`src/rtl/dt_ridge_pack_if.sv`:
```
// Bus bundle for dt_ridge_pack: start/busy/done control, result RAM read port,
// skeleton memory write port and the optional ridge counter.
interface dt_ridge_pack_if;
    logic        start;
    logic        res_rd;
    logic [13:0] res_addr;
    logic [7:0]  res_di;
    logic        skl_wr;
    logic [9:0]  skl_addr;
    logic [15:0] skl_do;
    logic        busy;
    logic        done;
    logic [14:0] ridge_cnt;

    modport master (
        input  start, res_di,
        output res_rd, res_addr, skl_wr, skl_addr, skl_do, busy, done, ridge_cnt
    );

    modport slave (
        output start, res_di,
        input  res_rd, res_addr, skl_wr, skl_addr, skl_do, busy, done, ridge_cnt
    );
endinterface

```
`src/rtl/dt_ridge_pack.sv`:
```
// Scans the 128x128 distance map, flags ridge pixels (non-zero, >= all 8 neighbours)
// and packs them MSB-first, 16 per word. Optional ridge counter: DT_RIDGE_CNT_EN.
module dt_ridge_pack (
    input  logic            clk,
    input  logic            reset,
    dt_ridge_pack_if.master bus
);
    typedef enum logic [2:0] {IDLE, CENTER, NBR, WRITE, FIN} state_t;

    state_t      state_reg, state_next;
    logic [13:0] p_reg, p_next;
    logic [2:0]  k_reg, k_next;
    logic [7:0]  c_reg, c_next;
    logic [15:0] word_reg, word_next;

    logic [6:0]  x, y;
    logic        nbr_in;
    logic [13:0] nbr_addr;
    logic [7:0]  nbr_val;
    logic        fin;
    logic        flag;

    assign x = p_reg[6:0];
    assign y = p_reg[13:7];

    // Neighbour k in NW,N,NE,W,E,SW,S,SE order; out-of-image ones never form an address.
    always_comb begin
        nbr_in   = 1'b0;
        nbr_addr = p_reg;
        case (k_reg)
            3'd0: begin nbr_in = (x != 7'd0)   && (y != 7'd0);   nbr_addr = p_reg - 14'd129; end
            3'd1: begin nbr_in = (y != 7'd0);                    nbr_addr = p_reg - 14'd128; end
            3'd2: begin nbr_in = (x != 7'd127) && (y != 7'd0);   nbr_addr = p_reg - 14'd127; end
            3'd3: begin nbr_in = (x != 7'd0);                    nbr_addr = p_reg - 14'd1;   end
            3'd4: begin nbr_in = (x != 7'd127);                  nbr_addr = p_reg + 14'd1;   end
            3'd5: begin nbr_in = (x != 7'd0)   && (y != 7'd127); nbr_addr = p_reg + 14'd127; end
            3'd6: begin nbr_in = (y != 7'd127);                  nbr_addr = p_reg + 14'd128; end
            default: begin nbr_in = (x != 7'd127) && (y != 7'd127); nbr_addr = p_reg + 14'd129; end
        endcase
        if (!nbr_in) begin
            nbr_addr = p_reg;
        end
        nbr_val = nbr_in ? bus.res_di : 8'd0;
    end

    always_ff @(posedge clk or negedge reset) begin
        if (!reset) begin
            state_reg <= IDLE;
            p_reg     <= '0;
            k_reg     <= '0;
            c_reg     <= '0;
            word_reg  <= '0;
        end else begin
            state_reg <= state_next;
            p_reg     <= p_next;
            k_reg     <= k_next;
            c_reg     <= c_next;
            word_reg  <= word_next;
        end
    end

    always_comb begin
        state_next = state_reg;
        p_next     = p_reg;
        k_next     = k_reg;
        c_next     = c_reg;
        word_next  = word_reg;
        fin        = 1'b0;
        flag       = 1'b0;
        case (state_reg)
            IDLE: begin
                if (bus.start) begin
                    p_next     = '0;
                    word_next  = '0;
                    state_next = CENTER;
                end
            end
            CENTER: begin
                c_next = bus.res_di;
                k_next = '0;
                if (bus.res_di == 8'd0) begin
                    fin = 1'b1;
                end else begin
                    state_next = NBR;
                end
            end
            NBR: begin
                if (nbr_val > c_reg) begin
                    fin = 1'b1;
                end else if (k_reg == 3'd7) begin
                    fin  = 1'b1;
                    flag = 1'b1;
                end else begin
                    k_next = k_reg + 3'd1;
                end
            end
            WRITE: begin
                if (p_reg == 14'd16383) begin
                    state_next = FIN;
                end else begin
                    p_next     = p_reg + 14'd1;
                    state_next = CENTER;
                end
            end
            FIN: begin
                state_next = IDLE;
            end
            default: begin
                state_next = IDLE;
            end
        endcase

        // Shifting left leaves the first pixel of each word at bit 15 after 16 shifts.
        if (fin) begin
            word_next = {word_reg[14:0], flag};
            if (p_reg[3:0] == 4'd15) begin
                state_next = WRITE;
            end else begin
                p_next     = p_reg + 14'd1;
                state_next = CENTER;
            end
        end
    end

    assign bus.res_rd   = (state_reg == CENTER) || ((state_reg == NBR) && nbr_in);
    assign bus.res_addr = (state_reg == NBR) ? nbr_addr : p_reg;
    assign bus.skl_wr   = (state_reg == WRITE);
    assign bus.skl_addr = p_reg[13:4];
    assign bus.skl_do   = (state_reg == WRITE) ? word_reg : 16'h0000;
    assign bus.busy     = (state_reg != IDLE);
    assign bus.done     = (state_reg == FIN);

`ifdef DT_RIDGE_CNT_EN
    logic [14:0] cnt_reg;

    always_ff @(posedge clk or negedge reset) begin
        if (!reset) begin
            cnt_reg <= '0;
        end else if ((state_reg == IDLE) && bus.start) begin
            cnt_reg <= '0;
        end else if (fin && flag) begin
            cnt_reg <= cnt_reg + 15'd1;
        end
    end

    assign bus.ridge_cnt = cnt_reg;
`else
    assign bus.ridge_cnt = '0;
`endif
endmodule

```
`src/flat_wrapper.sv`:
```
// flat-port wrapper written by rule: the top's interface ports become plain ports
module dt_ridge_pack_flat 
  (clk, reset, bus_start, bus_res_di, bus_res_rd, bus_res_addr, bus_skl_wr, bus_skl_addr, bus_skl_do, bus_busy, bus_done, bus_ridge_cnt);
  dt_ridge_pack_if bus_i ();
  input  logic clk;
  input  logic reset;
  input wire logic [$bits(bus_i.start)-1:0] bus_start;
  input wire logic [$bits(bus_i.res_di)-1:0] bus_res_di;
  output wire logic [$bits(bus_i.res_rd)-1:0] bus_res_rd;
  output wire logic [$bits(bus_i.res_addr)-1:0] bus_res_addr;
  output wire logic [$bits(bus_i.skl_wr)-1:0] bus_skl_wr;
  output wire logic [$bits(bus_i.skl_addr)-1:0] bus_skl_addr;
  output wire logic [$bits(bus_i.skl_do)-1:0] bus_skl_do;
  output wire logic [$bits(bus_i.busy)-1:0] bus_busy;
  output wire logic [$bits(bus_i.done)-1:0] bus_done;
  output wire logic [$bits(bus_i.ridge_cnt)-1:0] bus_ridge_cnt;
  assign bus_i.start = bus_start;
  assign bus_i.res_di = bus_res_di;
  assign bus_res_rd = bus_i.res_rd;
  assign bus_res_addr = bus_i.res_addr;
  assign bus_skl_wr = bus_i.skl_wr;
  assign bus_skl_addr = bus_i.skl_addr;
  assign bus_skl_do = bus_i.skl_do;
  assign bus_busy = bus_i.busy;
  assign bus_done = bus_i.done;
  assign bus_ridge_cnt = bus_i.ridge_cnt;
  dt_ridge_pack u_core (.clk(clk), .reset(reset), .bus(bus_i));
endmodule
```
`config.mk`:
```
export PLATFORM = sky130hd
export DESIGN_NAME = dt_ridge_pack_flat
export DESIGN_NICKNAME = d
export VERILOG_FILES = /design/src/rtl/dt_ridge_pack_if.sv /design/src/rtl/dt_ridge_pack.sv /design/src/flat_wrapper.sv
export SDC_FILE = /design/constraint.sdc
export NUM_CORES = 1
export LEC_CHECK = 0
export CELL_PAD_IN_SITES_DETAIL_PLACEMENT = 0
export CELL_PAD_IN_SITES_GLOBAL_PLACEMENT = 1
export CORE_MARGIN = 2
export CORE_UTILIZATION = 36
export DETAILED_ROUTE_END_ITERATION = 7
export PLACE_DENSITY = 0.82
export SYNTH_ARGS = -nofsm -noshare
export SYNTH_HDL_FRONTEND = slang
export SYNTH_SLANG_ARGS = --single-unit
```
`constraint.sdc`:
```
create_clock -name clk -period 3.7 [get_ports clk]
set_input_delay 0.555 -clock clk [delete_from_list [all_inputs] [get_ports clk]]
set_output_delay 0.555 -clock clk [all_outputs]
set_load 0.02 [all_outputs]
```
==> flow_metrics.py, run 1 <==
metrics = {
    "run_status": {
        "status": "finished, violations left",
        "violations": "negative setup slack",
    },
    "sta": {
        "worst_slack_ns": -0.351,
        "rsz0062_at_grt": "yes",
        "fin_skew_ns": 0.00802,
        "hold_viol_final": 0,
        "worst_pin_slew_ns": 1.02,
        "period_minus_slack_ns": 4.05,
        "finalCritPeriodShare_pct": 109,
        "setup_viol": 44,
        "relSlewSlack_pct": 32.3,
        "drv_slew": 0,
        "fmax_mhz": 247,
    },
    "clocking": {
        "numCtsBuffers": 5,
        "clk_latency_ns": 0.29,
        "clockRootBuffer": "clkbuf_16",
        "cts_max_level": 2,
        "clk_path_buf_depth": 2,
        "cts.sinks": 44,
        "cts_tree": "done",
        "clk_transition_reported_paths_ns": 0.07,
    },
    "logic_synthesis": {
        "netlist.area_leader.share_pct": 27.1,
        "synth_area_leaders": "dfrtp_1 27%, ha_1 10%, nand2_1 7.0%",
        "yosysWarnings": 0,
        "avgSynthCellArea_um2": 7.66,
        "synth.distinct_cells": 55,
        "synth_flop_cell": "dfrtp_1",
        "synth_largest_area_cell": "dfrtp_1",
        "synth_edf_count": 0,
        "async_reset_ff_share_pct": 100,
        "ys_seq_area_share_pct": 27.1,
        "synth-seq-cells": 44,
        "synthesis.area_um2": 4060,
        "netlist_instances": 530,
    },
    "power": {
        "power_density_nw_per_um2": 805,
        "peakVddDrop_mv": 0.419,
        "power_mw": 5.13,
        "p_leak_nw": 2.84,
    },
    "cells_and_area": {
        "final_common_cell": "buf_4",
        "seq_area_um2": 1100,
        "fin_nets": 712,
        "synthToLayoutAreaGrowth_pct": 57.1,
        "fill_cells": 942,
        "drive_above_1_share_pct": 36.1,
        "n_antenna_cell": 0,
        "largest_reg_flops": 16,
        "final_cell_mix": "89 x buf_4, 61 x nand2_1, 42 x dfrtp_1, 38 x clkdlybuf4s50_1, 35 x nor2_1",
        "layout.cells.non_filler": 807,
        "multi_input_area_um2": 3260,
    },
    "setup_path": {
        "r2r-start": "u_core.k_reg[0]$_DFFE_PN0P_",
        "end_kind": "flop",
        "setup.worst_path.start_class": "flop",
        "cp_max_fo": 6,
        "r2r_setup_slack_ns": -0.35,
        "path_class": "reg2reg",
        "r2r-end": "u_core.p_reg[5]$_DFF_PN0_",
        "worstPathRequired_ns": 3.86,
        "ff2ff_path_depth": 18,
        "critPathArrivalTime_ns": 4.22,
    },
    "placed_design": {
        "post-dp-hpwl_um": 8790,
        "dp_cells": 768,
        "gp_congestion": 0.865,
        "post-place-ws_ns": -0.617,
        "port-buffer-count": 54,
    },
    "global_route": {
        "grt_max_degree": 45,
        "first_global_vias": 4308,
        "grt_antenna_before_repair": 0,
        "grt_usage_pct": 21.8,
        "grt_pass1_wl_um": 20800,
        "grt_overflow": 0,
    },
    "floorplanning": {
        "die_width_um": 110,
        "num_io_pins": 70,
        "fp.dieH_um": 110,
        "initial_core_util_pct": 37.1,
        "fp.coreArea_um2": 10900,
        "dieArea_um2": 12100,
        "num_rows": 38,
    },
    "routing": {
        "post-route-drc-count": 0,
        "route.vias.total": 4306,
        "via_per_inst": 5.34,
        "drt_iter0_markers": 260,
        "ant_nets": 0,
        "wirelength_um": 13500,
        "detailedRoute.firstPassIterationCount": 4,
        "wl_per_cell_um": 16.7,
    },
    "job": {
        "max-cap-violations": 0,
    },
    "hold_path": {
        "min_path_type": "in2async",
    },
}
==> worst max path at each step <==
stage | start | to | slack (ns) | cells past startpoint
final | u_core.k_reg[0]$_DFFE_PN0P_ | u_core.p_reg[5]$_DFF_PN0_ | -0.35 | 18
after global routing | u_core.k_reg[0]$_DFFE_PN0P_ | u_core.p_reg[2]$_DFF_PN0_ | -0.50 | 20
after CTS | u_core.k_reg[1]$_DFFE_PN0P_ | u_core.p_reg[5]$_DFF_PN0_ | -0.28 | 18
after detailed placement | u_core.k_reg[0]$_DFFE_PN0P_ | bus_res_addr[12] | -0.62 | 15
after global placement | u_core.k_reg[0]$_DFFE_PN0P_ | bus_res_addr[13] | -0.51 | 15
after floorplan | u_core.k_reg[2]$_DFFE_PN0P_ | u_core.p_reg[3]$_DFF_PN0_ | 0.01 | 17
==> cells by family (layout without fill, tap and decap cells) <==
group	after synthesis	in the layout	share of synthesized area, %
AND/OR/NAND/NOR	212	212	25.6
AO/OA/AOI/OAI	143	143	22.0
buffers and inverters	74	197	9.37
flip-flops	44	44	27.1
adder cells (fa/ha/maj)	35	35	11.2
XOR/XNOR	15	15	3.24
multiplexers	6	6	1.48
other	1	15	0.0924
==> routing by layer <==
| metal | GRT usage, % | wire, um |
|---|---|---|
| met3 | 3.41 | 635 |
| met5 | 0 | 0 |
| met1 | 27.2 | 5700 |
| met2 | 38.5 | 6920 |
| met4 | 6.88 | 245 |
==> synthesized netlist by cell type, types with 5 or more instances <==
cell and number:
a211oi_1 7, a21o_1 5, a21oi_1 29, a221o_1 7
and2_1 19, and3_1 5, buf_4 26, clkbuf_1 19
dfrtp_1 44, ha_1 33, inv_1 25, mux2i_1 6
nand2_1 76, nand3_1 16, nor2_1 39, nor2b_1 16
nor3_1 8, nor4_1 6, o211ai_1 7, o21a_1 5
o21ai_0 54, or3_1 6, xnor2_1 13
==> power breakdown <==
| group | leakage, nW | total, mW | internal (mW) | switching, mW |
|---|---|---|---|---|
| combinational | 2.15 | 3.86 | 1.88 | 1.97 |
| sequential | 0.590 | 0.630 | 0.566 | 0.0641 |
| clock | 0.104 | 0.647 | 0.455 | 0.192 |
| total | 2.84 | 5.13 | 2.91 | 2.23 |
==> what timing repair did <==
| action | CTS | global route |
|---|---|---|
| hold buffers | 0 | 0 |
| setup endpoints to repair | 45 | 46 |
| gates resized for setup | 158 | 91 |
| endpoints found under the hold margin | 0 | 0 |
| buffers inserted | 20 | 11 |
| pin swaps | 41 | 51 |
| cloned | 3 | 1 |
==> through the flow <==
step	util, %	hold slack (ns)	TNS (ns)	instance area [um2]
6_report	58.3	0.441	-10.15	6380
4_1_cts	53.8	0.479	-5.76	5890
2_1_floorplan	-	0.259	0	4150
3_3_place_gp	47.4	0.475	-11.12	5180
5_1_grt	58.3	0.524	-15.27	6380
3_5_place_dp	47.4	0.486	-13.68	5180
==> worst max-delay path, stage by stage, from the launching register on <==
cell and delay [ns]:
dfrtp_2 0.44, ha_4 0.19, ha_4 0.17, buf_6 0.12, or4b_4 0.47, a211oi_2 0.22
a211oi_2 0.06, o2111a_2 0.35, buf_6 0.17, nor2b_4 0.13, ha_4 0.22, buf_4 0.13
a21o_1 0.15, a21oi_2 0.17, nor2_4 0.08, nor4_4 0.25, o21ai_2 0.16, nor2b_1 0.17
a221o_1 0.27
==> final cells by class <==
class	instances	area share (%)
multi-input combinational	426	51.2
timing repair buffer	164	23.9
sequential	44	17.3
tap	140	2.75
clock buffer	5	1.96
inverter	25	1.51
clock inverter	3	1.41
No activity file was read; power rests on OpenSTA's default activity.
==> inputs of run 2 (changes only) <==
--- a/config.mk
+++ b/config.mk
@@ -7,7 +7,6 @@
 export LEC_CHECK = 0
 export CELL_PAD_IN_SITES_DETAIL_PLACEMENT = 0
 export CELL_PAD_IN_SITES_GLOBAL_PLACEMENT = 1
-export CORE_MARGIN = 2
 export CORE_UTILIZATION = 36
 export DETAILED_ROUTE_END_ITERATION = 7
 export PLACE_DENSITY = 0.82
==> run 2 against run 1 <==
  * The run still ends with negative setup slack left
  * Critical path depth shrank 3
  * Final area down 3.9%
  * Combinational power decreased by 7.3%
  * Critical endpoint is now bus_res_addr[11]
  * Highest routed layer unchanged
==> flow_metrics.py, run 2 (synthesis gave the netlist of run 1 again) <==
metrics = {
    "routing": {
        "wl_per_cell_um": 16.1,
        "ant_nets": 0,
        "via_per_inst": 5.37,
        "route.vias.total": 4291,
        "post-route-drc-count": 0,
        "detailedRoute.firstPassIterationCount": 4,
        "drt_iter0_markers": 159,
        "wirelength_um": 12900,
    },
    "sta": {
        "fmax_mhz": 250,
        "worst_pin_slew_ns": 1.01,
        "hold_viol_final": 0,
        "worst_slack_ns": -0.302,
        "drv_slew": 0,
        "finalCritPeriodShare_pct": 108,
        "fin_skew_ns": 0.00930,
        "whs_ns": 0.436,
        "rsz0062_at_grt": "yes",
        "setup_viol": 42,
        "period_minus_slack_ns": 4.00,
        "relSlewSlack_pct": 32.8,
    },
    "floorplanning": {
        "initial_core_util_pct": 37.1,
        "fp.coreArea_um2": 10900,
        "dieArea_um2": 11700,
        "die_width_um": 108,
        "num_rows": 38,
        "num_io_pins": 70,
        "fp.dieH_um": 108,
    },
    "clocking": {
        "clk_path_buf_depth": 2,
        "clk_transition_reported_paths_ns": 0.06,
        "cts_tree": "done",
        "cts_max_level": 2,
        "numCtsBuffers": 5,
        "cts.sinks": 44,
        "postCtsHoldBufs": 0,
        "clockRootBuffer": "clkbuf_16",
        "clk_latency_ns": 0.29,
    },
    "placed_design": {
        "place_area_um2": 5170,
        "gp_congestion": 0.868,
        "post-place-ws_ns": -0.573,
        "post-dp-hpwl_um": 8750,
        "port-buffer-count": 54,
    },
    "setup_path": {
        "cp_max_fo": 7,
        "r2r-start": "u_core.k_reg[1]$_DFFE_PN0P_",
        "critPathArrivalTime_ns": 3.45,
        "r2r_setup_slack_ns": -0.29,
        "path_class": "reg2out",
        "r2r-end": "u_core.p_reg[5]$_DFF_PN0_",
        "setup.worst_path.start_class": "flop",
        "end_kind": "primary output",
        "worstPathRequired_ns": 3.14,
        "ff2ff_path_depth": 17,
    },
    "cells_and_area": {
        "n_antenna_cell": 0,
        "final_cell_mix": "86 x buf_4, 60 x nand2_1, 42 x dfrtp_1, 38 x clkdlybuf4s50_1, 35 x nor2_1",
        "synthToLayoutAreaGrowth_pct": 51.0,
        "drive_above_1_share_pct": 34.7,
        "final_common_cell": "buf_4",
        "fin_nets": 704,
        "design_area_um2": 6130,
        "largest_reg_flops": 16,
    },
    "global_route": {
        "grt_antenna_before_repair": 0,
        "first_global_vias": 4225,
        "grt_usage_pct": 21.8,
        "grt_max_degree": 45,
        "grt_overflow": 0,
        "grt_pass1_wl_um": 20200,
    },
    "power": {
        "p_leak_nw": 2.82,
        "power_density_nw_per_um2": 769,
        "peakVddDrop_mv": 0.419,
    },
    "job": {
        "max-cap-violations": 0,
    },
    "run_status": {
        "status": "finished, violations left",
        "violations": "negative setup slack",
    },
    "hold_path": {
        "min_path_type": "in2async",
    },
}
==> run 2: cell count changes in the layout (fill, tap and decap cells not counted), moves of 3 or more <==
| cell | change |
|---|---|
| nand2_2 | -5 |
| o21ai_2 | +8 |
| o21ai_1 | -8 |
| nand2_4 | +5 |
| ha_4 | -6 |
| ha_1 | +4 |
| buf_4 | -3 |
| buf_16 | -3 |
| buf_6 | -3 |
==> run 2: power by group <==
group,total (mW),switching [mW],internal (mW)
Combinational,3.58,1.88,1.70
Sequential,0.629,0.0623,0.566
Clock,0.504,0.186,0.318
Total,4.71,2.13,2.59
==> run 2: layer usage <==
metal	share of wire [%]	global-route usage, %
met4	2.0	8.51
met1	42	27.8
met5	0	0
met2	51	37.2
met3	4.5	2.83
==> run 2: layout make-up <==
type	count	area, um2
fill	989	4810
multi-input combinational	426	3200
timing repair buffer	156	1390
sequential	44	1100
tap	140	175
clock buffer	6	129
inverter	25	96.3
clock inverter	2	35.0
==> run 2: worst max path at each step <==
stage	start	end	slack (ns)	cells past startpoint
finish	u_core.k_reg[1]$_DFFE_PN0P_	bus_res_addr[11]	-0.30	15
global route	u_core.k_reg[0]$_DFFE_PN0P_	u_core.p_reg[5]$_DFF_PN0_	-0.43	17
CTS	u_core.k_reg[1]$_DFFE_PN0P_	u_core.p_reg[5]$_DFF_PN0_	-0.19	16
detailed placement	u_core.k_reg[0]$_DFFE_PN0P_	bus_res_addr[13]	-0.57	14
global placement	u_core.k_reg[0]$_DFFE_PN0P_	bus_res_addr[13]	-0.51	15
floorplan	u_core.k_reg[2]$_DFFE_PN0P_	u_core.p_reg[3]$_DFF_PN0_	0.01	17
==> run 2: stage by stage <==
| stage | power [mW] | cells | util (%) | TNS [ns] |
|---|---|---|---|---|
| 2_1_floorplan | 2.24 | 544 | - | 0 |
| 3_3_place_gp | 3.20 | 767 | 47.3 | -7.11 |
| 3_5_place_dp | 3.26 | 767 | 47.3 | -9.61 |
| 4_1_cts | 4.22 | 795 | 52.2 | -3.26 |
| 5_1_grt | 5.06 | 799 | 56.0 | -13.67 |
| 6_report | 4.71 | 799 | 56.0 | -7.80 |
==> run 2: critical path, cell delays in order (launching register included) <==
cell and delay (ns):
dfrtp_2 0.45, buf_4 0.15, buf_4 0.13, ha_4 0.15, buf_4 0.15, nor4_1 0.44
a211oi_2 0.13, o2111a_2 0.34, buf_4 0.16, buf_6 0.11, nor2_4 0.14, buf_6 0.13
buf_6 0.09, o21ai_0 0.08, a221o_1 0.33, buf_4 0.16
==> run 2: timing repair <==
item	4_1_cts	5_1_grt
resized for setup	130	116
gates cloned	3	1
pin swaps	33	53
endpoints found under the setup margin	42	44
setup buffers	18	11
